## src/rtl/wb_bnn_stream_if_if.sv

```systemverilog
// wb_bnn_stream_if_if: Wishbone slave bus, core stream, result and irq signals of the BNN stream bridge
interface wb_bnn_stream_if_if;
    logic        wbs_cyc_i;
    logic        wbs_stb_i;
    logic        wbs_we_i;
    logic [3:0]  wbs_sel_i;
    logic [31:0] wbs_adr_i;
    logic [31:0] wbs_dat_i;
    logic        wbs_ack_o;
    logic [31:0] wbs_dat_o;
    logic [31:0] m_data;
    logic        m_valid;
    logic        m_ready;
    logic [31:0] res_data;
    logic        res_valid;
    logic [2:0]  user_irq;

    modport slave (
        input  wbs_cyc_i, wbs_stb_i, wbs_we_i, wbs_sel_i, wbs_adr_i, wbs_dat_i,
        input  m_ready, res_data, res_valid,
        output wbs_ack_o, wbs_dat_o, m_data, m_valid, user_irq
    );

    modport master (
        output wbs_cyc_i, wbs_stb_i, wbs_we_i, wbs_sel_i, wbs_adr_i, wbs_dat_i,
        output m_ready, res_data, res_valid,
        input  wbs_ack_o, wbs_dat_o, m_data, m_valid, user_irq
    );
endinterface

```

## src/rtl/wb_bnn_stream_if.sv

```systemverilog
// wb_bnn_stream_if: Wishbone slave buffering input words into a FIFO streamed to the BNN core, with result capture and irq
module wb_bnn_stream_if #(
    parameter logic [31:0] BASE_ADDR = 32'h3000_0000,
    parameter int          DEPTH     = 8,
    parameter int          CW        = $clog2(DEPTH) + 1
) (
    input  logic              wb_clk_i,
    input  logic              wb_rst_i,
    wb_bnn_stream_if_if.slave bus
);
    localparam int AW = $clog2(DEPTH);

    logic [31:0]   mem [DEPTH];
    logic [AW-1:0] wp, rp;
    logic [CW-1:0] count;
    logic          ack, ovf, irq_en, res_pend, irq;
    logic [31:0]   dat_o, result;
    logic          req, hit, wr, rd, push_req, push_ok, pop, full, empty;
    logic [1:0]    off;
    logic [31:0]   status, ctrl, rd_mux;
    logic          unused;

    assign req      = bus.wbs_cyc_i & bus.wbs_stb_i & ~ack;
    assign hit      = bus.wbs_adr_i[31:4] == BASE_ADDR[31:4];
    assign off      = bus.wbs_adr_i[3:2];
    assign wr       = req & hit & bus.wbs_we_i;
    assign rd       = req & hit & ~bus.wbs_we_i;
    assign full     = count == CW'(DEPTH);
    assign empty    = count == '0;
    assign pop      = ~empty & bus.m_ready;
    assign push_req = wr & (off == 2'd0);
    // a full FIFO still takes the word when the head leaves on the same edge
    assign push_ok  = push_req & (~full | pop);
    assign status   = {26'b0, res_pend, ovf, full, empty, count[1:0]};
    assign ctrl     = {8'(count), 23'b0, irq_en};
    assign rd_mux   = off == 2'd1 ? status : off == 2'd2 ? result : off == 2'd3 ? ctrl : '0;
    assign unused   = &{1'b0, bus.wbs_adr_i[1:0], bus.wbs_sel_i[3:1]};

    assign bus.wbs_ack_o = ack;
    assign bus.wbs_dat_o = dat_o;
    assign bus.m_valid   = ~empty;
    assign bus.m_data    = empty ? '0 : mem[rp];
    assign bus.user_irq  = {2'b00, irq};

    always_ff @(posedge wb_clk_i or posedge wb_rst_i) begin
        if (wb_rst_i) begin
            ack      <= 1'b0;
            dat_o    <= '0;
            wp       <= '0;
            rp       <= '0;
            count    <= '0;
            ovf      <= 1'b0;
            irq_en   <= 1'b0;
            result   <= '0;
            res_pend <= 1'b0;
            irq      <= 1'b0;
        end else begin
            ack   <= req;
            dat_o <= rd ? rd_mux : '0;
            if (push_ok) wp <= wp + 1'b1;
            if (pop) rp <= rp + 1'b1;
            count <= count + CW'(push_ok) - CW'(pop);
            if (push_req & ~push_ok) ovf <= 1'b1;
            else if (wr & (off == 2'd1) & bus.wbs_sel_i[0] & bus.wbs_dat_i[3]) ovf <= 1'b0;
            if (wr & (off == 2'd3) & bus.wbs_sel_i[0]) irq_en <= bus.wbs_dat_i[0];
            // a fresh result wins over a RESULT read on the same edge
            if (bus.res_valid) begin
                result   <= bus.res_data;
                res_pend <= 1'b1;
            end else if (rd & (off == 2'd2)) res_pend <= 1'b0;
            irq <= res_pend & irq_en;
        end
    end

    always_ff @(posedge wb_clk_i) begin
        if (push_ok) mem[wp] <= bus.wbs_dat_i;
    end
endmodule

```

## src/flat_wrapper.sv

```systemverilog
// flat-port wrapper written by rule: the top's interface ports become plain ports
module wb_bnn_stream_if_flat 
#(
    parameter logic [31:0] BASE_ADDR = 32'h3000_0000,
    parameter int          DEPTH     = 8,
    parameter int          CW        = $clog2(DEPTH) + 1
)
  (wb_clk_i, wb_rst_i, bus_wbs_cyc_i, bus_wbs_stb_i, bus_wbs_we_i, bus_wbs_sel_i, bus_wbs_adr_i, bus_wbs_dat_i, bus_m_ready, bus_res_data, bus_res_valid, bus_wbs_ack_o, bus_wbs_dat_o, bus_m_data, bus_m_valid, bus_user_irq);
  wb_bnn_stream_if_if bus_i ();
  input  logic wb_clk_i;
  input  logic wb_rst_i;
  input wire logic [$bits(bus_i.wbs_cyc_i)-1:0] bus_wbs_cyc_i;
  input wire logic [$bits(bus_i.wbs_stb_i)-1:0] bus_wbs_stb_i;
  input wire logic [$bits(bus_i.wbs_we_i)-1:0] bus_wbs_we_i;
  input wire logic [$bits(bus_i.wbs_sel_i)-1:0] bus_wbs_sel_i;
  input wire logic [$bits(bus_i.wbs_adr_i)-1:0] bus_wbs_adr_i;
  input wire logic [$bits(bus_i.wbs_dat_i)-1:0] bus_wbs_dat_i;
  input wire logic [$bits(bus_i.m_ready)-1:0] bus_m_ready;
  input wire logic [$bits(bus_i.res_data)-1:0] bus_res_data;
  input wire logic [$bits(bus_i.res_valid)-1:0] bus_res_valid;
  output wire logic [$bits(bus_i.wbs_ack_o)-1:0] bus_wbs_ack_o;
  output wire logic [$bits(bus_i.wbs_dat_o)-1:0] bus_wbs_dat_o;
  output wire logic [$bits(bus_i.m_data)-1:0] bus_m_data;
  output wire logic [$bits(bus_i.m_valid)-1:0] bus_m_valid;
  output wire logic [$bits(bus_i.user_irq)-1:0] bus_user_irq;
  assign bus_i.wbs_cyc_i = bus_wbs_cyc_i;
  assign bus_i.wbs_stb_i = bus_wbs_stb_i;
  assign bus_i.wbs_we_i = bus_wbs_we_i;
  assign bus_i.wbs_sel_i = bus_wbs_sel_i;
  assign bus_i.wbs_adr_i = bus_wbs_adr_i;
  assign bus_i.wbs_dat_i = bus_wbs_dat_i;
  assign bus_i.m_ready = bus_m_ready;
  assign bus_i.res_data = bus_res_data;
  assign bus_i.res_valid = bus_res_valid;
  assign bus_wbs_ack_o = bus_i.wbs_ack_o;
  assign bus_wbs_dat_o = bus_i.wbs_dat_o;
  assign bus_m_data = bus_i.m_data;
  assign bus_m_valid = bus_i.m_valid;
  assign bus_user_irq = bus_i.user_irq;
  wb_bnn_stream_if #(.BASE_ADDR(BASE_ADDR), .DEPTH(DEPTH), .CW(CW)) u_core (.wb_clk_i(wb_clk_i), .wb_rst_i(wb_rst_i), .bus(bus_i));
endmodule
```

## config.mk

```make
export PLATFORM = sky130hd
export DESIGN_NAME = wb_bnn_stream_if_flat
export DESIGN_NICKNAME = d
export VERILOG_FILES = /design/src/rtl/wb_bnn_stream_if_if.sv /design/src/rtl/wb_bnn_stream_if.sv /design/src/flat_wrapper.sv
export SDC_FILE = /design/constraint.sdc
export NUM_CORES = 1
export LEC_CHECK = 0
export BUFFER_PORTS_ARGS = -buffer_cell sky130_fd_sc_hd__buf_2
export CAP_MARGIN = 30
export CORE_MARGIN = 2
export CORE_UTILIZATION = 53
export DETAILED_ROUTE_END_ITERATION = 6
export PLACE_DENSITY = 0.74
export SLEW_MARGIN = 20
export SYNTH_ARGS = -nofsm -noshare
export SYNTH_HDL_FRONTEND = slang
export SYNTH_SLANG_ARGS = --single-unit
```

## constraint.sdc

```tcl
create_clock -name wb_clk_i -period 3 [get_ports wb_clk_i]
set_input_delay 0.45 -clock wb_clk_i [delete_from_list [all_inputs] [get_ports wb_clk_i]]
set_output_delay 0.45 -clock wb_clk_i [all_outputs]
set_load 0.02 [all_outputs]
```

Word-level counts from Yosys, hierarchy flattened

Memories as Yosys holds them, arrays and structs flattened.
Index checks and enable logic that the tools add are counted.

Register bits after elaboration: 79
Bits in writable memories: 256
Input bits: 107
Output and inout bits: 69
Word-level logic and storage cells: 57
Memories kept: 1

$add $sub $neg: 4
Eq/ne operators: 5
Muxes and demuxes: 11
Bitwise gates (word level): 22
Reduce and logical (&&, ||, !) cells: 4

Memories:

| memory     | words | bits a word | read ports | clocked after Yosys merged registers in | write ports | RTL line               | text |
|---|---|---|---|---|---|---|---|
| u_core.mem | 8     | 32          | 1          | 0                                       | 1           | wb_bnn_stream_if.sv:13 | `logic [31:0] mem [DEPTH];` |

Operators by type and width:

| operator                                                          | count |
|---|---|
| 32-bit 2-to-1 mux                                                 | 4 |
| 28-bit by 26-bit == test with 1-bit output, second input constant | 1 |
| 28-bit 2-to-1 mux                                                 | 1 |
| 1-bit AND                                                         | 16 |
| 3-bit by 1-bit adder with 3-bit output, second input constant     | 2 |
| 1-bit 2-to-1 mux                                                  | 6 |
| 1-bit NOT                                                         | 5 |
| 4-bit by 1-bit adder with 4-bit output                            | 1 |
| 2-bit == test, second input constant                              | 2 |
| 4-bit == test, second input constant                              | 1 |
| 4-bit zero test                                                   | 1 |
| 2-bit nonzero test                                                | 2 |
| 4-bit by 1-bit subtractor with 4-bit output                       | 1 |
| 2-bit by 1-bit == test with 1-bit output, second input constant   | 1 |
| 2-bit zero test                                                   | 1 |
| 1-bit bitwise OR                                                  | 1 |

Logic depth before layout (Yosys ltp)

Depth after elaboration: 9
Depth in mapped cells: 10

Worst setup path after synthesis

No wires, ideal clock.

Kind: input -> register
Start: in bus_wbs_adr_i[8]
End: mem u_core.mem[6][0], enable pin
Library setup time: 0.392 ns
Arrival: 2.273 ns
Required time: 2.608 ns
Path slack: 0.335 ns
Stages on the path: 5
Buffers on the path: 1
Cell sequence: nor4_2 nand4_2 nor3_2 buf_2 and4b_1

Cells in the longest elaborated chain, start to end: 7

RTL lines:

| what                                       | RTL line               | text |
|---|---|---|
| from (decl)                                | flat_wrapper.sv:16     | `input wire logic [$bits(bus_i.wbs_adr_i)-1:0] bus_wbs_adr_i;` |
| 28-bit by 26-bit == test with 1-bit output | wb_bnn_stream_if.sv:24 | `assign hit = bus.wbs_adr_i[31:4] == BASE_ADDR[31:4];` |
| 1-bit AND (2 in a row)                     | wb_bnn_stream_if.sv:26 | `assign wr = req & hit & bus.wbs_we_i;` |
| 1-bit AND                                  | wb_bnn_stream_if.sv:31 | `assign push_req = wr & (off == 2'd0);` |
| 1-bit AND                                  | wb_bnn_stream_if.sv:33 | `assign push_ok = push_req & (~full \| pop);` |
| net u_core.push_ok                         | wb_bnn_stream_if.sv:18 | `logic req, hit, wr, rd, push_req, push_ok, pop, full, empty;` |
| 1-bit 2-to-1 mux                           | wb_bnn_stream_if.sv:76 | `if (push_ok) mem[wp] <= bus.wbs_dat_i;` |
| 1-bit 2-to-1 mux (not written as such)     | wb_bnn_stream_if.sv:76 |  |
| to (decl)                                  | wb_bnn_stream_if.sv:13 |  |

The timed path passes the listed nets, and every way through them passes these cells.

Worst setup path after layout

Start: reg u_core.rp[0]
End: out bus_m_data[13]

Cells in the longest elaborated chain, start to end: 2

RTL lines:

| what                   | RTL line               | text |
|---|---|---|
| from (decl)            | wb_bnn_stream_if.sv:14 | `logic [AW-1:0] wp, rp;` |
| from (signal assigned) | wb_bnn_stream_if.sv:61 | `if (pop) rp <= rp + 1'b1;` |
| memory 8 x 32 bit      | -                      |  |
| 32-bit 2-to-1 mux      | wb_bnn_stream_if.sv:42 | `assign bus.m_data = empty ? '0 : mem[rp];` |
| to (decl)              | flat_wrapper.sv:23     | `output wire logic [$bits(bus_i.m_data)-1:0] bus_m_data;` |

No other way between the ends.

==> PnR_summary.wiki <==
{| class="wikitable"
! Metric !! Value
|-
| Final Hold Vio Count || 0
|-
| Psw || 3.65 mW
|-
| Rel. slew slack || 0.507
|-
| Maximum number of pins on one net before global-route repair || 36
|-
| Switching share of power || 0.285
|-
| Async set-reset flop share out of synthesis || 0.236
|-
| Flop and latch count out of synthesis || 335
|-
| Die Width || 161 um
|-
| Post-synthesis compound-gate area fraction || 0.00738
|-
| Share of power burned in the clock network || 0.326
|-
| Max Transition Viols Final || 0
|-
| Ordered cell list for the critical path || buf_16, mux4_2, mux2i_1, nor2_1, buf_2
|-
| Post-synthesis instance area || 13100 um2
|-
| Core Box Area || 24200 um2
|-
| Average cell area after synthesis || 20.2 um2
|-
| Part of the total power dissipated in combinational logic || 0.259
|-
| Leakage power of the design || 5.98 nW
|-
| Final core utilization || 0.645
|-
| Synth Flop Type || sky130_fd_sc_hd__edfxtp_1
|-
| Post-DR vias/cell || 5.53
|-
| Startpoint Class || flop
|-
| DP Wirelength || 15200 um
|-
| Starting density of the core || 0.538
|-
| Hold Path Class || primary input to async pin
|-
| Kind of critical path || flop to output port
|-
| Overall power after layout || 12.8 mW
|-
| Die outline area || 25900 um2
|-
| Top cell types by occurrence after synthesis || sky130_fd_sc_hd__edfxtp_1 (256), sky130_fd_sc_hd__dfrtp_1 (79), sky130_fd_sc_hd__mux4_2 (64)
|-
| 1st-pass router iterations || 5
|-
| Vias after detailed routing || 6619
|-
| CTS Buf Count || 36
|-
| Data arrival, critical path || 2.38 ns
|-
| Unrepaired setup endpoints after global routing || false
|-
| CP Buf/Inv Count || 2
|-
| Ranking of synthesized cells by area || sky130_fd_sc_hd__edfxtp_1 (59%), sky130_fd_sc_hd__dfrtp_1 (15%), sky130_fd_sc_hd__mux4_2 (11%), sky130_fd_sc_hd__mux2_2 (3.0%), sky130_fd_sc_hd__mux2i_1 (2.8%)
|-
| Delay contributed by the slowest stage of the critical path || 0.62 ns
|-
| Final critical delay including setup and external delays || 2.83 ns
|-
| CTS sink count || 335
|-
| Clock tree from TritonCTS || built
|-
| Final Cycle Share || 0.942
|-
| DRC violation total after the first TritonRoute iteration || 480
|-
| Status || complete, no violations
|-
| Post-CTS setup buffers || 0
|-
| Sequential cell fraction of total power || 0.415
|-
| Internal power || 9.15 mW
|-
| Grt ovf || 0
|-
| Final setup violating endpoints || 0
|-
| Gpl congestion || 0.744
|-
| Initial antenna violation count || 0
|-
| Hold Worst Slack || 0.0456 ns
|-
| Sequential-to-total area share from yosys stat || 0.740
|-
| Root Buffer || sky130_fd_sc_hd__clkbuf_16
|-
| Total number of H-tree levels || 2
|-
| Number of enable flip-flop cells after synthesis || 256
|-
| Multiplexer share of the synthesized area || 0.169
|-
| Number of standard cells in the layout, taps in and fillers out || 1196
|-
| Final std cell area, no fill || 15600 um2
|-
| CP required || 2.55 ns
|-
| Areal power density over the cells || 818 nW/um2
|-
| DIE HEIGHT || 161 um
|-
| Peak clock frequency supported by timing || 354 MHz
|-
| Synth Area in XOR/XNOR || 0.00402
|-
| Aggregate global-route resource usage || 0.207
|-
| Total routed wirelength || 25900 um
|-
| Final clock skew || 0.0209 ns
|-
| Number of cell rows || 57
|-
| Layout cells sized above 1 || 0.429
|-
| Remaining routing DRC violations || 0
|-
| Worst-margin pin slew || 0.739 ns
|-
| Top fanout value on the critical path || 18
|-
| Total instance count after detailed placement || 1132
|-
| Slowest cell on the critical path || sky130_fd_sc_hd__dfrtp_4
|-
| WL per Instance || 21.7 um
|-
| Via count of the first global-routing pass || 7244
|-
| Diodes inserted || 0
|-
| Area share of the leading cell type in the synthesized netlist || 0.589
|-
| Top-level I/O count || 176
|-
| Adder and majority cell fraction of the synthesized area || 0.00920
|-
| Count leader, synth || sky130_fd_sc_hd__edfxtp_1
|-
| Worst vdd ir || 0.563 mV
|-
| Wire length of the first global-routing pass || 40700 um
|-
| Simple-gate share of the synthesized area || 0.0547
|-
| Post-synth top area cell || sky130_fd_sc_hd__edfxtp_1
|-
| Clock latency on the worst-skew pair || 0.51 ns
|-
| Number of cells produced by synthesis || 647
|-
| Number of filler cells placed in the layout || 1704
|-
| Worst reg-to-reg setup slack || 0.56 ns
|-
| Number of buffers inserted by port buffering || 168
|-
| Category of the worst setup path capture point || output port
|-
| Max Cap Viol || 0
|-
| Post-route worst setup slack || 0.175 ns
|-
| Dominant combinational cell family by area after synthesis || multiplexers
|-
| Nets@finish || 963
|-
| Synth-to-Final Area Change || 19.8%
|-
| Crit path max-delay family || multiplexers
|-
| Antenna viol nets, final || 0
|-
| Setup slack after placement || 0.495 ns
|-
| Synth Warn # || 0
|-
| Instance area at placement || 14500 um2
|-
| Maximum root-to-sink buffer count || 3
|-
| Netlist cell types || 47
|-
| Accumulated negative setup slack || 0 ns
|-
| Worst-path clk slew || 0.06 ns
|}
## cells by family after synthesis
group,after synthesis
and+or+nand+nor,103
xor gates and xnor gates,6
AOI/OAI and AO/OA,13
muxes,136
other,1
buffers and inverters,44
adders and majority gates,9
DFF,335
## flip-flops by register name, indices dropped and copies added, names as in the netlist
register              cells
u_core.result            32
u_core.bus.wbs_ack_o      1
u_core.mem              256
u_core.count              4
u_core.irq                1
u_core.rp                 3
u_core.irq_en             1
u_core.res_pend           1
u_core.bus.wbs_dat_o     32
u_core.ovf                1
u_core.wp                 3
## metal layers
layer,wire [um],track usage
met5,0,0
met4,459,0.0491
met3,1710,0.0524
met2,13100,0.350
met1,10700,0.274
## path summary, 6_finish.rpt
check                      cells after the start               from                       end
setup / recovery                               5       u_core.rp[0]            bus_m_data[13]
hold / removal                                 2           wb_rst_i  u_core.bus.wbs_dat_o[21]
setup reg to reg                               9    u_core.count[2]           u_core.count[2]
hold reg to reg                                1  u_core.result[16]  u_core.bus.wbs_dat_o[16]
max in group asynchronous                      3           wb_rst_i   u_core.bus.wbs_dat_o[2]
min in group wb_clk_i                          2   bus_res_data[29]         u_core.result[29]
## placed cells by master, fill, tap and decap left out, types with 5 or more instances in the layout
cell type / n
sky130_fd_sc_hd__edfxtp_1: 256
sky130_fd_sc_hd__inv_1: 9
sky130_fd_sc_hd__dfrtp_1: 76
sky130_fd_sc_hd__clkbuf_1: 9
sky130_fd_sc_hd__ha_1: 8
sky130_fd_sc_hd__mux2_2: 35
sky130_fd_sc_hd__buf_2: 168
sky130_fd_sc_hd__and2_1: 23
sky130_fd_sc_hd__buf_4: 16
sky130_fd_sc_hd__buf_12: 9
sky130_fd_sc_hd__mux2i_1: 37
sky130_fd_sc_hd__clkinv_2: 5
sky130_fd_sc_hd__clkbuf_16: 38
sky130_fd_sc_hd__nor2_1: 42
sky130_fd_sc_hd__mux4_2: 64
sky130_fd_sc_hd__xor2_1: 5
## power groups by stage
stage / clock [mW] / combinational, mW / sequential [mW]
finish: 4.18 / 3.31 / 5.31
global route: 4.46 / 3.60 / 5.33
CTS: 4.26 / 3.33 / 5.30
detailed placement: 0 / 3.32 / 5.39
global placement: 0 / 3.25 / 5.39
floorplan: 0 / 2.48 / 5.24
## area by class of cell
type / count / area (um2) / area share
Inverter: 10 / 37.5 / 0.00240
Sequential cell: 335 / 9670 / 0.618
Tap cell: 324 / 405 / 0.0259
Clock buffer: 47 / 973 / 0.0622
Timing Repair Buffer: 195 / 1190 / 0.0763
Clock inverter: 16 / 151 / 0.00968
Multi-Input combinational cell: 269 / 3210 / 0.205
## what timing repair did
action / in CTS / in global routing
gates resized for setup: 0 / 2
hold buffers: 0 / 0
setup endpoints to repair: 0 / 3
No activity file was read; power rests on OpenSTA's default activity.
